### src/rtl/present_dec_if.sv
// Handshake and data bundle between a PRESENT-80 decryption core and its requester.
interface present_dec_if;
    logic        decrypt_start;
    logic [63:0] state;
    logic [79:0] keys;
    logic [63:0] result;
    logic        decrypt_end;
    logic        busy;

    modport master (
        output decrypt_start, state, keys,
        input  result, decrypt_end, busy
    );

    modport slave (
        input  decrypt_start, state, keys,
        output result, decrypt_end, busy
    );
endinterface

### src/rtl/present_dec.sv
// Iterative PRESENT-80 decryption: 31-cycle forward key expansion, then 31 inverse rounds.
// Optional K32 cache keyed on the user key is enabled by defining PRESENT_DEC_KEYCACHE_EN.
module present_dec #(
    parameter int ROUNDS = 31
) (
    input  logic         sys_clk,
    input  logic         rst_n,
    present_dec_if.slave bus
);
    localparam logic [1:0] IDLE  = 2'd0;
    localparam logic [1:0] KEYX  = 2'd1;
    localparam logic [1:0] ROUND = 2'd2;
    localparam logic [1:0] DONE  = 2'd3;

    // Nibble 0 of each table sits in bits [63:60].
    localparam logic [63:0] SBOX     = 64'hC56B90AD3EF84712;
    localparam logic [63:0] INV_SBOX = 64'h5EF8C12DB463079A;

    if (ROUNDS != 31) begin : g_rounds_check
        $error("present_dec: only ROUNDS = 31 is supported");
    end

    function automatic logic [3:0] sbox(input logic [3:0] x);
        return SBOX[{~x, 2'b00} +: 4];
    endfunction

    function automatic logic [3:0] inv_sbox(input logic [3:0] x);
        return INV_SBOX[{~x, 2'b00} +: 4];
    endfunction

    function automatic logic [79:0] key_fwd(input logic [79:0] k, input logic [4:0] rc);
        logic [79:0] r;
        r          = {k[18:0], k[79:19]};
        r[79:76]   = sbox(r[79:76]);
        r[19:15]   = r[19:15] ^ rc;
        return r;
    endfunction

    function automatic logic [79:0] key_inv(input logic [79:0] k, input logic [4:0] rc);
        logic [79:0] r;
        r          = k;
        r[19:15]   = r[19:15] ^ rc;
        r[79:76]   = inv_sbox(r[79:76]);
        return {r[60:0], r[79:61]};
    endfunction

    logic [1:0]  fsm;
    logic        start_d;
    logic [4:0]  rc;
    logic [63:0] st_reg;
    logic [79:0] key_reg;
    logic [63:0] result_q;
    logic        trigger;
    logic        cache_hit;
    logic [79:0] cache_k32;

    logic [63:0] mix;
    logic [63:0] unperm;
    logic [63:0] st_next;
    logic [79:0] key_next_fwd;
    logic [79:0] key_prev;

    assign trigger      = bus.decrypt_start & ~start_d & (fsm == IDLE);
    assign mix          = st_reg ^ key_reg[79:16];
    assign key_next_fwd = key_fwd(key_reg, rc);
    assign key_prev     = key_inv(key_reg, rc);

    // Inverse pLayer: output bit i takes the input bit that P sent from position i.
    for (genvar i = 0; i < 64; i++) begin : g_inv_perm
        assign unperm[i] = mix[(i == 63) ? 63 : (16 * i) % 63];
    end

    for (genvar n = 0; n < 16; n++) begin : g_inv_sbox
        assign st_next[n*4 +: 4] = inv_sbox(unperm[n*4 +: 4]);
    end

    assign bus.result      = result_q;
    assign bus.decrypt_end = (fsm == DONE);
    assign bus.busy        = (fsm != IDLE);

    // NOTE: state registers use non-blocking assignments so every register samples pre-edge values.
    always_ff @(posedge sys_clk or negedge rst_n) begin
        if (!rst_n) begin
            fsm      <= IDLE;
            start_d  <= 1'b0;
            rc       <= '0;
            st_reg   <= '0;
            key_reg  <= '0;
            result_q <= '0;
        end else begin
            start_d <= bus.decrypt_start;
            case (fsm)
                IDLE: begin
                    if (trigger) begin
                        st_reg <= bus.state;
                        if (cache_hit) begin
                            key_reg <= cache_k32;
                            rc      <= 5'd31;
                            fsm     <= ROUND;
                        end else begin
                            key_reg <= bus.keys;
                            rc      <= 5'd1;
                            fsm     <= KEYX;
                        end
                    end
                end
                KEYX: begin
                    key_reg <= key_next_fwd;
                    if (rc == 5'd31) begin
                        fsm <= ROUND;
                    end else begin
                        rc <= rc + 5'd1;
                    end
                end
                ROUND: begin
                    st_reg  <= st_next;
                    key_reg <= key_prev;
                    rc      <= rc - 5'd1;
                    // Final whitening with K1 is folded in so result lands with decrypt_end.
                    if (rc == 5'd1) begin
                        result_q <= st_next ^ key_prev[79:16];
                        fsm      <= DONE;
                    end
                end
                DONE: fsm <= IDLE;
                default: fsm <= IDLE;
            endcase
        end
    end

`ifdef PRESENT_DEC_KEYCACHE_EN
    logic        cache_valid;
    logic [79:0] cache_user_key;
    logic [79:0] pend_user_key;
    logic [79:0] pend_k32;

    assign cache_hit = cache_valid && (bus.keys == cache_user_key);

    always_ff @(posedge sys_clk or negedge rst_n) begin
        if (!rst_n) begin
            cache_valid <= 1'b0;
        end else if (fsm == DONE) begin
            cache_valid <= 1'b1;
        end
    end

    // NOTE: cache payload carries no reset; cache_valid qualifies every use of it.
    always_ff @(posedge sys_clk) begin
        if (trigger) begin
            pend_user_key <= bus.keys;
            if (cache_hit) begin
                pend_k32 <= cache_k32;
            end
        end
        if (fsm == KEYX && rc == 5'd31) begin
            pend_k32 <= key_next_fwd;
        end
        if (fsm == DONE) begin
            cache_user_key <= pend_user_key;
            cache_k32      <= pend_k32;
        end
    end
`else
    assign cache_hit = 1'b0;
    assign cache_k32 = '0;
`endif
endmodule

### src/flat_wrapper.sv
// flat-port wrapper written by rule: the top's interface ports become plain ports
module present_dec_flat 
#(
    parameter int ROUNDS = 31
)
  (sys_clk, rst_n, bus_decrypt_start, bus_state, bus_keys, bus_result, bus_decrypt_end, bus_busy);
  present_dec_if bus_i ();
  input  logic sys_clk;
  input  logic rst_n;
  input wire logic [$bits(bus_i.decrypt_start)-1:0] bus_decrypt_start;
  input wire logic [$bits(bus_i.state)-1:0] bus_state;
  input wire logic [$bits(bus_i.keys)-1:0] bus_keys;
  output wire logic [$bits(bus_i.result)-1:0] bus_result;
  output wire logic [$bits(bus_i.decrypt_end)-1:0] bus_decrypt_end;
  output wire logic [$bits(bus_i.busy)-1:0] bus_busy;
  assign bus_i.decrypt_start = bus_decrypt_start;
  assign bus_i.state = bus_state;
  assign bus_i.keys = bus_keys;
  assign bus_result = bus_i.result;
  assign bus_decrypt_end = bus_i.decrypt_end;
  assign bus_busy = bus_i.busy;
  present_dec #(.ROUNDS(ROUNDS)) u_core (.sys_clk(sys_clk), .rst_n(rst_n), .bus(bus_i));
endmodule
### config.mk
export PLATFORM = sky130hd
export DESIGN_NAME = present_dec_flat
export DESIGN_NICKNAME = d
export VERILOG_FILES = /design/src/rtl/present_dec_if.sv /design/src/rtl/present_dec.sv /design/src/flat_wrapper.sv
export SDC_FILE = /design/constraint.sdc
export NUM_CORES = 1
export LEC_CHECK = 0
export BUFFER_PORTS_ARGS = -buffer_cell sky130_fd_sc_hd__buf_2
export CAP_MARGIN = 0
export CORE_ASPECT_RATIO = 1.5
export CORE_UTILIZATION = 30
export DETAILED_ROUTE_END_ITERATION = 10
export GPL_TIMING_DRIVEN = 1
export SLEW_MARGIN = 0
export SYNTH_ARGS = -nofsm -noshare
export SYNTH_HDL_FRONTEND = slang
export SYNTH_SLANG_ARGS = --single-unit
export TNS_END_PERCENT = 1
### constraint.sdc
create_clock -name sys_clk -period 2.5 [get_ports sys_clk]
set_input_delay 0.375 -clock sys_clk [delete_from_list [all_inputs] [get_ports sys_clk]]
set_output_delay 0.375 -clock sys_clk [all_outputs]
set_load 0.02 [all_outputs]
==> flow_summary.yaml <==
route:
  maxUsedRoutingLayer: "met4"
  wl_met1_um: 22900
  wl_per_cell_um: 25.0
  met3WireLength_um: 3980
  drtAntennaViolNets: 0
  viasPerCell: 5.23
  vias: 13700
  wl_met2_um: 32300
  drtIter0Drc: 1002
  drcViolationCount: 0
  wl_um: 65400
  first_pass_iters: 6
min_path:
  hold_path_depth: 3
  hold_path.startpoint: "bus_keys[76]"
  min_path_type: "in2reg"
  holdPathEnd: "u_core.key_reg[76]$_DFFE_PN0P_"
cts:
  cts_buffers: 24
  clkTransAtPathRegs_ns: 0.07
  post_cts_buffers: 0
  cts_tree: "done"
  cts_buffer_depth: 3
  cts_num_sinks: 216
  h-tree-depth: 1
  insertion_delay_ns: 0.56
  cts-root-buf: "clkbuf_16"
sta:
  fmax_mhz: 412
  worst_clock_skew_ns: 0.0194
  hold_violations: 0
  maxSlewHeadroom: 0.550
  tightest_slew_ns: 0.673
  worst_slack_ns: 0.0747
  finalSetupViolCount: 0
  timing.hold.ws_ns: 0.103
  slew_violations: 0
  rsz0062_at_grt: "no"
  min_period_ns: 2.43
  post-route-period-util: 0.970
floorplanning:
  start_util: 0.305
  num_rows: 101
  die_h_um: 280
  ios: 213
  design.core.area_mm2: 0.0508
  die_w_um: 188
  dieArea_mm2: 0.0526
synthesis:
  ys_async_sr_fraction: 1.00
  synth_nets: 1947
  synth_area_per_cell_um2: 9.29
  synth_flop_cell: "dfrtp_1"
  synth_warnings: 0
  synth_area_mm2: 0.0155
  yosysUniqueCellTypes: 44
  ys_seq_area_frac: 0.349
  synthCells: 1668
  synth_edf_count: 0
  yosys_register_bits: 216
critical_path:
  setup.worst_path.class: "reg2reg"
  path_cells: "xor2_1 -> inv_1 -> ha_1 -> mux4_1 -> a211oi_1 -> nor2_1"
  r2r-end: "u_core.st_reg[17]$_DFFE_PN0P_"
  endpoint_kind: "flop"
  slowest_stage: "mux4_1"
  critPathBufInv: 1
  start_kind: "flop"
  r2r_slack_ns: 0.07
  required_ns: 2.92
  critPathMaxStageDelay_ns: 0.54
  worst_ep_arrival_time_ns: 2.84
  worstRegToRegCells: 6
  worstPathMaxFanout: 5
  reg2reg_from: "u_core.key_reg[20]$_DFFE_PN0P_"
  cp_top_family: "multiplexers"
layout:
  area_delta_synth_final_pct: 23.2
  final_nets: 2208
  layout-drive-gt1-share: 0.243
  largest_reg_flops: 80
  stdcell_count: 2616
grt:
  grt_first_pass_wirelength_um: 94100
  track_usage: 0.246
  grt_pass1_vias: 14100
  antenna_found_initial: 0
  grt_max_degree: 66
  gr-total-overflow: 0
status:
  status: "finished clean"
place:
  placed_cells: 2570
  gp_congestion: 1.00
  post-place-ws_ns: -0.502
  dp_hpwl_um: 51800
  port_buffers: 212
job:
  cap_violations: 0
## routing by layer
metal / GRT usage / vias to the layer above
li1: - / 6237
met1: 0.260 / 6726
met2: 0.429 / 536
met3: 0.0395 / 191
met4: 0.208 / 0
met5: 0 / -
## worst reg2reg max path: stages, from the launching register on
cell and delay (ns):
dfrtp_1 0.39, xor2_1 0.40, inv_1 0.21, ha_1 0.24
mux4_1 0.54, a211oi_1 0.44, nor2_1 0.08
## cell usage after synthesis (all sizes together) (5+ instances only)
cell type    n  share of area
nor2       150          0.036
xnor2       82          0.052
mux2i       68          0.044
o32a        17          0.011
mux2        18          0.013
nand2      217          0.053
dfrtp      216           0.35
a211oi      48          0.023
xor2        74          0.048
clkbuf      89          0.022
nor3         5         0.0016
o21a        64          0.031
inv         93          0.023
buf         24         0.0079
o21ai      222          0.072
mux4        35          0.054
a21oi        8         0.0026
a22oi       74          0.036
a21o         9         0.0044
ha         132           0.11
## cells by family (layout without fill, tap and decap cells)
logic type,Yosys count,count (layout),synth area share
multiplexers,121,121,0.111
other,0,1,0
adder cells (fa/ha/maj),132,132,0.107
buffers and inverters,206,484,0.0521
AO/OA/AOI/OAI,455,455,0.187
flip-flops,216,216,0.349
AND/OR/NAND/NOR,382,382,0.0952
XOR/XNOR,156,156,0.0998
## area by class of cell
type                       count  area (µm²)
antenna                        1        2.50
clock buffer                  32         692
clock inverter                11         118
fill                        5208       31700
inverter                      93         349
multi-input combinational   1246        9440
sequential                   216        5410
tap                          669         837
timing repair buffer         348        2250
## metrics by stage
| stage | setup TNS (ns) | utilization | cell area [µm²] |
|---|---|---|---|
| after floorplan | 0 | - | 15500 |
| after global placement | -0.435 | 0.358 | 18200 |
| after detailed placement | -0.580 | 0.358 | 18200 |
| after CTS | 0 | 0.375 | 19000 |
| after global routing | 0 | 0.376 | 19100 |
| final | 0 | 0.376 | 19100 |
## what timing repair did
item / 4_1_cts / 5_1_grt
hold buffers: 2 / 0
resized for setup: 6 / 8
hold endpoints to repair: 61 / 0
endpoints found under the setup margin: 5 / 8
## how the worst max path moves through the flow
stage,slack [ns],to,cells past startpoint,start
global route,0.01,u_core.st_reg[17]$_DFFE_PN0P_,6,u_core.key_reg[36]$_DFFE_PN0P_
floorplan,0.25,u_core.bus.result[15]$_DFFE_PN0P_,7,u_core.key_reg[35]$_DFFE_PN0P_
finish,0.07,u_core.st_reg[17]$_DFFE_PN0P_,6,u_core.key_reg[20]$_DFFE_PN0P_
global placement,-0.43,u_core.st_reg[3]$_DFFE_PN0P_,6,u_core.key_reg[32]$_DFFE_PN0P_
CTS,0.03,u_core.st_reg[48]$_DFFE_PN0P_,8,u_core.st_reg[12]$_DFFE_PN0P_
detailed placement,-0.50,u_core.st_reg[3]$_DFFE_PN0P_,6,u_core.key_reg[32]$_DFFE_PN0P_
## cells in the final DEF (no fill, tap or decap), types with 16 or more instances in the layout
cell,n
nor2_1,149
xnor2_1,71
dfrtp_1,216
mux2_2,16
a22oi_1,74
o32a_1,17
ha_1,129
o21ai_0,191
inv_1,91
xor2_2,21
buf_2,211
a211oi_1,46
nand2_1,216
o21a_1,64
buf_4,121
mux4_2,22
mux2i_1,66
clkbuf_16,25
xor2_1,53
o21ai_1,29
Power is left out: the tool's default activity adds up to more than one toggle a clock period on the data nets, which glitch-free logic cannot reach.
